$ cat config.mk
export PLATFORM = sky130hd
export DESIGN_NAME = flash_audio_sequencer
export DESIGN_NICKNAME = d
export VERILOG_FILES = /design/src/rtl/flash_audio_sequencer.sv
export SDC_FILE = /design/constraint.sdc
export NUM_CORES = 1
export LEC_CHECK = 0
export ABC_AREA = 1
export CAP_MARGIN = 0
export CORE_UTILIZATION = 50
export CTS_CLUSTER_SIZE = 25
export DETAILED_ROUTE_END_ITERATION = 6
export PLACE_DENSITY = 0.79
export SLEW_MARGIN = 25
export SYNTH_ARGS = -nofsm -noshare
export SYNTH_HDL_FRONTEND = slang
export SYNTH_SLANG_ARGS = --single-unit
export TNS_END_PERCENT = 20
$ cat constraint.sdc
create_clock -name clock -period 4.06 [get_ports clock]
set_input_delay 0.406 -clock clock [delete_from_list [all_inputs] [get_ports clock]]
set_output_delay 0.406 -clock clock [all_outputs]
set_load 0.01 [all_outputs]
$ cat src/rtl/flash_audio_sequencer.sv
// -----------------------------------------------------------------------------
// flash_audio_sequencer
//
// Owns the flash_manager command port. It runs record sessions (erase, then
// one write per audio sample strobe) and looped playback sessions (one read
// per strobe, wrapping at the recorded length).
//
// Each flash command is a one-cycle pulse. A command is issued only while the
// manager is idle. A guard cycle after every read or write pulse lets a
// manager that raises busy one cycle late still be honoured.
//
// Ports:
//   clock, reset         system clock; asynchronous active-high reset
//   ready                one-cycle 48 kHz sample strobe
//   rec_start,
//   play_start, stop     one-cycle debounced command pulses
//                        (priority: stop > rec_start > play_start)
//   audio_in[17:0]       codec sample; bits [17:2] are recorded
//   audio_out[17:0]      playback sample {word,2'b00}; 0 outside PLAY
//   fm_reset             one-cycle pulse that starts an erase
//   fm_writemode         1 = erase/write, 0 = read
//   fm_wdata, fm_dowrite write word and one-cycle write pulse
//   fm_raddr, fm_doread  read address and one-cycle read pulse
//   fm_frdata, fm_busy   read data and busy flag from the manager
//   state[2:0]           FSM code: IDLE=0 ERASE=1 ERASE_WAIT=2 RECORD=3
//                        PLAY=4 DRAIN=5
//   length[22:0]         number of words recorded in the last session
//   full                 the last recording hit MAX_SAMPLES
//   xrun                 sticky flag: a sample strobe was missed
// -----------------------------------------------------------------------------
module flash_audio_sequencer #(
  parameter int MAX_SAMPLES = 524288
) (
  input  logic        clock,
  input  logic        reset,
  input  logic        ready,
  input  logic        rec_start,
  input  logic        play_start,
  input  logic        stop,
  input  logic [17:0] audio_in,
  output logic [17:0] audio_out,
  output logic        fm_reset,
  output logic        fm_writemode,
  output logic [15:0] fm_wdata,
  output logic        fm_dowrite,
  output logic [22:0] fm_raddr,
  output logic        fm_doread,
  input  logic [15:0] fm_frdata,
  input  logic        fm_busy,
  output logic [2:0]  state,
  output logic [22:0] length,
  output logic        full,
  output logic        xrun
);

  typedef enum logic [2:0] {
    S_IDLE       = 3'd0,
    S_ERASE      = 3'd1,
    S_ERASE_WAIT = 3'd2,
    S_RECORD     = 3'd3,
    S_PLAY       = 3'd4,
    S_DRAIN      = 3'd5
  } state_t;

  // 24 bits so that a capacity of exactly 2^23 words can still be compared.
  localparam logic [23:0] MAX_W = 24'(MAX_SAMPLES);

  // Next read address, wrapping to 0 after the last recorded word.
  function automatic logic [22:0] next_ptr(input logic [22:0] ptr,
                                           input logic [22:0] len);
    if (ptr == len - 23'd1) begin
      next_ptr = '0;
    end else begin
      next_ptr = ptr + 23'd1;
    end
  endfunction

  state_t      state_q, state_d;
  logic [17:0] audio_out_q, audio_out_d;
  logic        fm_reset_q, fm_reset_d;
  logic        fm_writemode_q, fm_writemode_d;
  logic [15:0] fm_wdata_q, fm_wdata_d;
  logic        fm_dowrite_q, fm_dowrite_d;
  logic [22:0] fm_raddr_q, fm_raddr_d;
  logic        fm_doread_q, fm_doread_d;
  logic [22:0] length_q, length_d;
  logic        full_q, full_d;
  logic        xrun_q, xrun_d;
  logic [22:0] rptr_q, rptr_d;
  logic [15:0] pend_q, pend_d;
  logic        pend_vld_q, pend_vld_d;
  logic [15:0] latch_q, latch_d;
  logic        rd_out_q, rd_out_d;
  logic        guard_q, guard_d;
  logic        busy_seen_q, busy_seen_d;
  logic        stop_lat_q, stop_lat_d;

  logic        flash_free;
  logic        rd_done;
  logic        pend_any;
  logic [15:0] pend_word;
  logic        last_word;
  logic        unused_audio_lsbs;

  // The two codec LSBs are never stored.
  assign unused_audio_lsbs = ^audio_in[1:0];

  // The manager may take a new command only when it is not busy. The flag is
  // also held low during the pulse cycle and the guard cycle that follows,
  // because busy is not yet trustworthy in those cycles.
  assign flash_free = !fm_busy && !fm_dowrite_q && !fm_doread_q && !guard_q;

  // An outstanding read has finished once busy is low outside the pulse and
  // guard cycles.
  assign rd_done    = rd_out_q && !fm_doread_q && !guard_q && !fm_busy;

  // A strobe in this cycle takes priority over the word already pending, so
  // the write can go out one cycle after the strobe.
  assign pend_any   = ready | pend_vld_q;
  assign pend_word  = ready ? audio_in[17:2] : pend_q;
  assign last_word  = (({1'b0, length_q} + 24'd1) == MAX_W);

  always_comb begin
    state_d        = state_q;
    audio_out_d    = audio_out_q;
    fm_reset_d     = 1'b0;
    fm_writemode_d = fm_writemode_q;
    fm_wdata_d     = fm_wdata_q;
    fm_dowrite_d   = 1'b0;
    fm_raddr_d     = fm_raddr_q;
    fm_doread_d    = 1'b0;
    length_d       = length_q;
    full_d         = full_q;
    xrun_d         = xrun_q;
    rptr_d         = rptr_q;
    pend_d         = pend_q;
    pend_vld_d     = pend_vld_q;
    latch_d        = latch_q;
    rd_out_d       = rd_out_q;
    guard_d        = fm_dowrite_q | fm_doread_q;
    busy_seen_d    = busy_seen_q;
    stop_lat_d     = stop_lat_q;

    if (rd_done) begin
      latch_d  = fm_frdata;
      rd_out_d = 1'b0;
    end

    case (state_q)
      S_IDLE: begin
        audio_out_d    = '0;
        fm_writemode_d = 1'b0;
        if (stop) begin
          state_d = S_IDLE;
        end else if (rec_start) begin
          state_d        = S_ERASE;
          fm_reset_d     = 1'b1;
          fm_writemode_d = 1'b1;
          length_d       = '0;
          full_d         = 1'b0;
          xrun_d         = 1'b0;
          pend_vld_d     = 1'b0;
          busy_seen_d    = 1'b0;
          stop_lat_d     = 1'b0;
        end else if (play_start && (length_q != '0)) begin
          state_d  = S_PLAY;
          xrun_d   = 1'b0;
          rptr_d   = '0;
          latch_d  = '0;
          rd_out_d = 1'b0;
        end
      end

      S_ERASE: begin
        if (stop) begin
          stop_lat_d = 1'b1;
        end
        state_d = S_ERASE_WAIT;
      end

      // An erase cannot be aborted. A stop is remembered and acted on only
      // once the manager has finished.
      S_ERASE_WAIT: begin
        if (stop) begin
          stop_lat_d = 1'b1;
        end
        if (fm_busy) begin
          busy_seen_d = 1'b1;
        end else if (busy_seen_q) begin
          busy_seen_d = 1'b0;
          stop_lat_d  = 1'b0;
          if (stop_lat_q || stop) begin
            state_d        = S_IDLE;
            fm_writemode_d = 1'b0;
          end else begin
            state_d = S_RECORD;
          end
        end
      end

      S_RECORD: begin
        if (stop) begin
          state_d    = S_DRAIN;
          pend_vld_d = 1'b0;
        end else begin
          if (ready && pend_vld_q) begin
            xrun_d = 1'b1;
          end
          if (pend_any && flash_free) begin
            fm_dowrite_d = 1'b1;
            fm_wdata_d   = pend_word;
            pend_vld_d   = 1'b0;
            length_d     = length_q + 23'd1;
            if (last_word) begin
              full_d  = 1'b1;
              state_d = S_DRAIN;
            end
          end else begin
            pend_vld_d = pend_any;
            pend_d     = pend_word;
          end
        end
      end

      S_PLAY: begin
        if (stop) begin
          state_d     = S_DRAIN;
          audio_out_d = '0;
        end else if (ready) begin
          audio_out_d = {latch_q, 2'b00};
          if (flash_free && !rd_out_q) begin
            fm_doread_d = 1'b1;
            fm_raddr_d  = rptr_q;
            rptr_d      = next_ptr(rptr_q, length_q);
            rd_out_d    = 1'b1;
          end else begin
            xrun_d = 1'b1;
          end
        end
      end

      S_DRAIN: begin
        audio_out_d = '0;
        pend_vld_d  = 1'b0;
        if (flash_free) begin
          state_d        = S_IDLE;
          fm_writemode_d = 1'b0;
          rd_out_d       = 1'b0;
        end
      end

      default: begin
        state_d = S_IDLE;
      end
    endcase
  end

  always_ff @(posedge clock or posedge reset) begin
    if (reset) begin
      state_q        <= S_IDLE;
      audio_out_q    <= '0;
      fm_reset_q     <= 1'b0;
      fm_writemode_q <= 1'b0;
      fm_wdata_q     <= '0;
      fm_dowrite_q   <= 1'b0;
      fm_raddr_q     <= '0;
      fm_doread_q    <= 1'b0;
      length_q       <= '0;
      full_q         <= 1'b0;
      xrun_q         <= 1'b0;
      rptr_q         <= '0;
      pend_q         <= '0;
      pend_vld_q     <= 1'b0;
      latch_q        <= '0;
      rd_out_q       <= 1'b0;
      guard_q        <= 1'b0;
      busy_seen_q    <= 1'b0;
      stop_lat_q     <= 1'b0;
    end else begin
      state_q        <= state_d;
      audio_out_q    <= audio_out_d;
      fm_reset_q     <= fm_reset_d;
      fm_writemode_q <= fm_writemode_d;
      fm_wdata_q     <= fm_wdata_d;
      fm_dowrite_q   <= fm_dowrite_d;
      fm_raddr_q     <= fm_raddr_d;
      fm_doread_q    <= fm_doread_d;
      length_q       <= length_d;
      full_q         <= full_d;
      xrun_q         <= xrun_d;
      rptr_q         <= rptr_d;
      pend_q         <= pend_d;
      pend_vld_q     <= pend_vld_d;
      latch_q        <= latch_d;
      rd_out_q       <= rd_out_d;
      guard_q        <= guard_d;
      busy_seen_q    <= busy_seen_d;
      stop_lat_q     <= stop_lat_d;
    end
  end

  assign state        = state_q;
  assign audio_out    = audio_out_q;
  assign fm_reset     = fm_reset_q;
  assign fm_writemode = fm_writemode_q;
  assign fm_wdata     = fm_wdata_q;
  assign fm_dowrite   = fm_dowrite_q;
  assign fm_raddr     = fm_raddr_q;
  assign fm_doread    = fm_doread_q;
  assign length       = length_q;
  assign full         = full_q;
  assign xrun         = xrun_q;

endmodule

* Word-level counts from Yosys, hierarchy flattened *
Cells that the tools add are included.
Widths: inputs -> output; s select.

storage, ports and cells
  bits in registers = 149
  bits of input ports = 41
  output and inout bits = 89
  logic and storage cells = 178

cells by class
  $add $sub $neg = 4
  eq/ne operators = 29
  mux-type cells = 82
  bitwise logic cells = 4
  reductions and logical operators = 40

operators by type and width
  cell                   number
  $mux 23                11
  $mux 16                6
  $pmux 23 s2            2
  $add 23x1->23 const B  2
  $mux 1                 41
  $mux 18                2
  $pmux 18 s2            1
  $ne 2x2->1 const B     17
  $mux 3                 10
  $add 23x1->24 const B  1
  $eq 24x20->1 const B   1
  $eq 23x23->1           1
  $reduce_bool 23->1     1
  $sub 23x1->23 const B  1
  $pmux 3 s6             1
  $pmux 1 s3             5
  $reduce_and 3->1       5
  $reduce_and 7->1       2
  $ne 3x3->1 const B     4
  $reduce_bool 3->1      4
  $logic_and 1x1->1      10
  $reduce_and 5->1       2
  $reduce_and 8->1       1
  $reduce_bool 2->1      4
  15 further kinds       24

* Depth between registers and ports, before layout *
Gate-level depths: netlist (run 1).

  depth in word-level cells = 9
  depth in mapped cells = 16
  mapped depth without buffers = 16

* Worst setup path before layout (run 1) *
No wires, ideal clock.

  path kind = reg2reg
  from = register length_q[1] (netlist: length[1])
  to = register rptr_q[0]
  library setup time = 119 ps
  arrival = 2001 ps
  required time = 3941 ps
  slack = 1940 ps
  stages on the path, launching flop included = 14
  buffers on the path = 1
  clock period less this slack = 2120 ps
  path through = dfrtp_1 inv_1 ha_1 nand2_2 nor2_2 xor2_1 nand3_1 nor2_1 nand2_1 nor2_2 nand3_2 buf_6 nand4_1 nand2_1

on the way
  word-level cells in the longest chain between the ends = 7
  elaborated cells between the ends (all ways) = 11
  those cells by class = add/sub: 1; eq/ne: 2; mux: 5; reduce/logical: 3

ends and longest elaborated chain
  item                      line  text
  start: declaration        86    logic [22:0] length_q, length_d;
  start signal: assignment  288   length_q <= length_d;
  $sub 23x1->23             71    if (ptr == len - 23'd1) begin
  $eq 23x23->1              71
  $mux 23                   71
  $mux 23                   231   if (flash_free && !rd_out_q) begin
  $mux 23                   229   end else if (ready) begin
  $mux 23                   226   if (stop) begin
  $pmux 23 s2               149   case (state_q)
  end signal: assignment    291   rptr_q <= rptr_d;
  end: declaration          89    logic [22:0] rptr_q, rptr_d;

Parallel ways exist; a longest one is shown, timed or not. The select of a mux whose other input is x is not followed.
A chain may end at the register's enable or synchronous reset.

* Worst setup path in the final report (run 1) *
  from = register length_q[0] (netlist: length[0])
  to = register rptr_q[11]

The elaborated chain is that of the path after synthesis.

==> reports/metrics.cfg, run 1 <==
[status]
status = completed

[detailed_routing]
vias_per_cell = 5.27
wire_per_inst_um = 14.3
ant_nets = 0
wl_um = 22000
drcViolationCount = 0
drt_first_pass_iters = 5
drt_iter0_drc = 600
via_count = 8136

[floorplanning]
die_y_um = 134
initial_utilization = 0.509
die-area_um2 = 18000
core_area_um2 = 17200
fp.dieW_um = 134
rows = 48
io_pins = 130

[clock_network]
cts_sinks = 147
cts_tree = built
cts_buffers = 17
ctsResizeCount = 0
cts_hold_buf = 0
clk_pin_slew_ns = 0.06
insertion_delay_ns = 0.44
cts_buffer_depth = 2
cts-root-buf = clkbuf_16
htreeDepth = 4
post_cts_buffers = 0

[synth]
synth_cell_type_count = 43
synth_seq_area_share = 0.420
netlist_area_um2 = 8750
syn_avg_cell_area_um2 = 7.22
yosysWarnings = 0
synth_seq_cells = 147
synth_edf_count = 0
synthCells = 1212
synth_flop_cell = dfrtp_1
async_flop_share = 1.00

[pwr]
powerDensity_nw_per_um2 = 650
swShare = 0.420
sequentialPowerShare = 0.316
ir_drop_mv = 0.511
comb_power_share = 0.466
netSwitchingPower_w = 0.00290
p_int_w = 0.00401
clkPwrFrac = 0.219
p_leak_nw = 5.35

[finish]
final_area_um2 = 10600
utilization = 0.618
final_common_cell = nand2_1
synthToLayoutAreaGrowth_pct = 21.4
nets = 1351
drive_gt1_frac = 0.0872
most-common-layout-cells = 436 x nand2_1, 147 x dfrtp_1, 126 x inv_1, 125 x clkdlybuf4s50_1, 87 x nand3_1
num_antenna_cells = 0

[sta]
slew_viol_final = 0
grt_setup_unrepaired = no
slew_headroom = 0.475
worst_pin_slew_ns = 0.788
timing.final.hold_violations = 0
fin_crit_ns = 2.82
clock_skew_ns = 0.0172
setup_tns_ns = 0
setup_viol = 0
fin_crit_sh = 0.693
max_freq_mhz = 355
hold-worst-slack_ns = 0.477

[global_routing]
grtUsageTotal = 0.262
grt-ovfl-total = 0
grt_start_max_net_pins = 148
grt_pass1_wl_um = 37300
antenna_found_initial = 0
grt_pass1_vias = 7712

[worst_setup_path]
r2r_start = length[0]
crit_path_max_fanout = 23
required_ns = 4.37
critical_path_class = reg -> reg
reg2regPathDepth = 12
reg2reg_slack_ns = 1.24
r2r_end = rptr_q[11]
critPathLaunchType = register
cp-end-kind = register
critPathArrivalTime_ns = 3.12

[job]
cap_violations = 0

[hold_path]
holdCritPathClass = reg -> reg
whs_endpoint = fm_wdata[3]
holdCritStartpoint = fm_wdata[3]
hold-path-cell-count = 2

[placed_design]
place_area_um2 = 10100
portBuffers = 125
dp_hpwl_um = 15500
gp_congestion = 0.915

==> cells by family (layout without fill, tap and decap cells) <==
kind of cell,count (synthesis),after routing,share of synthesized area
flops,147,147,0.420
other cells,1,2,0.000429
simple gates,719,719,0.372
xor+xnor,46,46,0.0460
fa+ha+maj,3,3,0.00429
compound gates,97,97,0.0596
buf+inv,199,305,0.0968
==> worst max path at each step <==
stage / to / start / slack, ns
after floorplan: audio_out[10] / reset / 1.81
after global placement: rptr_q[1] / fm_busy / 1.28
after detailed placement: rptr_q[2] / fm_busy / 1.17
after CTS: rptr_q[2] / length[0] / 1.27
after global routing: rptr_q[20] / length[0] / 1.03
final: rptr_q[11] / length[0] / 1.24
==> critical path, cell delays in order, from the launching register on <==
cell     delay, ns
dfrtp_1       0.56
inv_2         0.11
ha_1          0.30
nand2_2       0.15
nor2_2        0.07
nand3_1       0.17
nand2_1       0.12
inv_2         0.09
nor2_2        0.05
nor3_4        0.53
inv_2         0.34
nand2_1       0.13
nand2_1       0.07
==> area by class of cell <==
class / instances / area [um2]
tap: 225 / 282
sequential: 147 / 3680
clock inverter: 11 / 105
multi-input combinational: 867 / 4230
inverter: 139 / 529
fill: 1609 / 6560
clock buffer: 20 / 457
timing repair buffer: 135 / 1340
==> cells in the mapped netlist (3+ instances only) <==
master,number,area (um2)
buf_6,7,78.8
xor2_1,37,324
nand3b_1,4,30.0
nand4_1,38,238
xnor2_1,9,78.8
inv_2,7,26.3
dfrtp_1,147,3680
o22ai_1,8,50.1
nand3_2,3,30.0
nor2_2,20,125
nand3_1,87,435
nand2_2,15,93.8
ha_1,3,37.5
clkbuf_1,28,105
nor3_1,13,65.1
inv_1,127,477
o21ai_0,74,370
nor3_2,4,40.0
nor2_4,13,146
buf_4,5,37.5
nor2_1,74,278
clkinv_1,3,11.3
nand2_1,436,1640
o21ai_1,3,15.0
nor4_1,5,31.3
buf_2,18,90.1
a21oi_1,3,15.0
==> power by group through the flow <==
stage	registers [W]	clock network (W)	logic, W
6_report	0.00218	0.00151	0.00322
5_1_grt	0.00223	0.00160	0.00360
4_1_cts	0.00218	0.00153	0.00321
3_5_place_dp	0.00219	0	0.00319
3_3_place_gp	0.00219	0	0.00311
2_1_floorplan	0.00217	0	0.00221
==> routing by layer <==
metal | global-route usage | vias up | wire length (um)
met5 | 0 | - | 0
met4 | 0.112 | 0 | 505
met3 | 0.0548 | 42 | 1540
met2 | 0.418 | 315 | 10300
met1 | 0.345 | 3770 | 9660
li1 | - | 4009 | -
==> registers in the layout, indices dropped and copies added (netlist names), 3 cells and up <==
register,flops
fm_raddr,23
length,23
rptr_q,23
audio_out,16
fm_wdata,16
latch_q,16
pend_q,16
state,3
==> through the flow <==
step	power (W)	worst slack, ns	instances
after floorplan	0.00438	1.81	1213
after global placement	0.00530	1.28	1513
after detailed placement	0.00538	1.17	1513
after CTS	0.00692	1.27	1544
after global routing	0.00743	1.03	1544
final	0.00691	1.24	1544
(Power assumes the default switching activity.)
==> run 2: changes to the inputs <==
clock period = 2.4 ns   (was 4.06 ns; I/O delays follow)
==> run 2 against run 1 <==
Effect of this change: final cell count rose by 3.2%; setup slack got worse by 1.1 ns; sequential power rose by 64%; register-to-register slack got worse by 1.1 ns; count of clock-buffer cells in the layout fell by 1; routed wire length rose by 6.3%; via count rose by 2.6%; critical path depth rose by 1; sequential share of layout area fell by 1.3 points; maximum frequency rose by 25%; worst hold slack got worse by 0.39 ns; die area did not move; largest power group unchanged.
==> reports/metrics.cfg, run 2 (synthesis gave the netlist of run 1 again) <==
[sta]
fin_crit_ns = 2.25  ; -0.568 ns
slew_headroom = 0.582  ; +0.107
clock_skew_ns = 0.00762  ; -0.00958 ns
timing.final.hold_violations = 0  ; unchanged
setup_viol = 0  ; unchanged
worst_pin_slew_ns = 0.626  ; -0.162 ns
slew_viol_final = 0  ; unchanged
fin_crit_sh = 0.937  ; +0.243
max_freq_mhz = 445  ; +25%
grt_setup_unrepaired = yes

[floorplanning]
fp.dieW_um = 134  ; unchanged
initial_utilization = 0.509  ; unchanged
die-area_um2 = 18000  ; unchanged
rows = 48  ; unchanged
die_y_um = 134  ; unchanged
io_pins = 130  ; unchanged
core_area_um2 = 17200  ; unchanged

[placed_design]
dp_cells = 1559  ; +3.0%
gp_congestion = 0.912  ; -0.33%
dp_hpwl_um = 16800  ; +7.9%
portBuffers = 125  ; unchanged

[job]
cap_violations = 0  ; unchanged

[hold_path]
holdCritPathClass = in -> async

[pwr]
p_int_w = 0.00712  ; +78%
swShare = 0.417  ; -0.00289
sequentialPowerShare = 0.292  ; -0.024
netSwitchingPower_w = 0.00510  ; +76%
p_leak_nw = 5.62  ; +5.1%
ir_drop_mv = 0.802  ; +57%
clkPwrFrac = 0.212  ; -0.007
comb_power_share = 0.496  ; +0.030
powerDensity_nw_per_um2 = 1100  ; +70%

[finish]
synthToLayoutAreaGrowth_pct = 26.5
nets = 1399  ; +3.6%
fillers = 1512  ; -6.0%
most-common-layout-cells = 435 x nand2_1, 142 x dfrtp_1, 126 x inv_1, 125 x clkdlybuf4s50_1, 87 x nand3_1
num_antenna_cells = 0  ; unchanged
fin_cells = 1593  ; +3.2%
seqCellArea_um2 = 3680  ; +0.17%
multi_input_area_um2 = 4270  ; +0.80%
final_common_cell = nand2_1
drive_gt1_frac = 0.129  ; +0.0415
utilization = 0.644  ; +0.0259

[worst_setup_path]
crit_chain = ha_2 > nand2_1 > nor2_4 > nand3_1 > xor2_1 > nor2_2 > nand2_1 > nor2_2 > nand4_1 > nand2_2 > nand2_2 > nand2_1 > nand2_1
critical-path-max-stage-delay_ns = 0.40  ; -0.16 ns
critPathArrivalTime_ns = 2.57  ; -0.55 ns
required_ns = 2.72  ; -1.65 ns
slowest_stage = dfrtp_1
critPathLaunchType = register
crit_top_cell = nand2_1
crit_path_max_fanout = 8  ; -65%
critical_path_class = reg -> reg
cp-end-kind = register

[clock_network]
cts_buffer_depth = 2  ; unchanged
cts_buffers = 17  ; unchanged
cts_sinks = 147  ; unchanged
insertion_delay_ns = 0.43  ; about the same
clk_pin_slew_ns = 0.06  ; about the same
cts-root-buf = clkbuf_16
cts_hold_buf = 0  ; unchanged
cts_tree = built
htreeDepth = 4  ; unchanged

[global_routing]
grt_start_max_net_pins = 60  ; -59%
grt_pass1_vias = 7919  ; +2.7%
grt_pass1_wl_um = 38400  ; +3.1%
antenna_found_initial = 0  ; unchanged
grt-ovfl-total = 0  ; unchanged
grtUsageTotal = 0.269  ; +0.00754

[detailed_routing]
via_count = 8350  ; +2.6%
wl_um = 23400  ; +6.3%
drt_first_pass_iters = 5  ; unchanged
vias_per_cell = 5.24  ; -0.53%
ant_nets = 0  ; unchanged
drcViolationCount = 0  ; unchanged
drt_iter0_drc = 622  ; +3.7%
wire_per_inst_um = 14.7  ; +3.1%

[status]
status = completed

-- run 2: power by group through the flow --
stage	Combinational (W)	Clock (W)	Sequential, W
final	0.00606	0.00259	0.00357
after global routing	0.00674	0.00274	0.00363
after CTS	0.00600	0.00263	0.00356
after detailed placement	0.00596	0	0.00359
after global placement	0.00580	0	0.00358
after floorplan	0.00374	0	0.00367
-- run 2: timing repair --
item | 4_1_cts | 5_1_grt
endpoints found under the setup margin | 0 | 26
setup buffers | 0 | 2
resized for setup | 0 | 15
-- run 2: metal layers --
layer  GRT usage  up-vias  wire length, um
li1            -     4096                -
met1       0.352     3879            10100
met2       0.439      327            11000
met3      0.0537       48             1750
met4       0.107        0              593
met5           0        -                0
-- run 2: worst max-delay path: cells and delay by family, from the launching register on --
kind / cells / cell delay [ns]
xor gates and xnor gates: 1 / 0.20
adders and majority gates: 1 / 0.20
DFF: 1 / 0.40
and+or+nand+nor: 11 / 1.34
-- run 2: path summary, 6_finish.rpt --
kind | startpoint | to | slack, ns | cells after the start
max | length[0] | state[0] | 0.15 | 13
min | reset | pend_q[12] | 0.09 | 2
max in group asynchronous | reset | rptr_q[8] | 1.72 | 3
max reg2reg | length[0] | state[0] | 0.15 | 13
min in group clock | fm_frdata[3] | latch_q[3] | 0.42 | 5
min reg2reg | fm_wdata[12] | fm_wdata[12] | 0.47 | 2
-- run 2: layout make-up --
type                    count  share of cell area
multi-input cells         867               0.385
repair buffers            183               0.157
well taps                 225              0.0254
inverters                 139              0.0478
flip-flops and latches    147               0.333
clock inverters            13              0.0113
clock buffers              19              0.0400
-- run 2: through the flow --
stage	setup TNS (ns)	power, W	area (um2)	setup slack (ns)	hold WS [ns]
2_1_floorplan	0	0.00742	8760	0.280	0.380
3_3_place_gp	-0.760	0.00938	10400	-0.0397	0.455
3_5_place_dp	-2.92	0.00955	10400	-0.139	0.462
4_1_cts	0	0.0122	11000	0.0330	0.0809
5_1_grt	-0.0199	0.0131	11100	-0.0199	0.104
6_report	0	0.0122	11100	0.152	0.0892
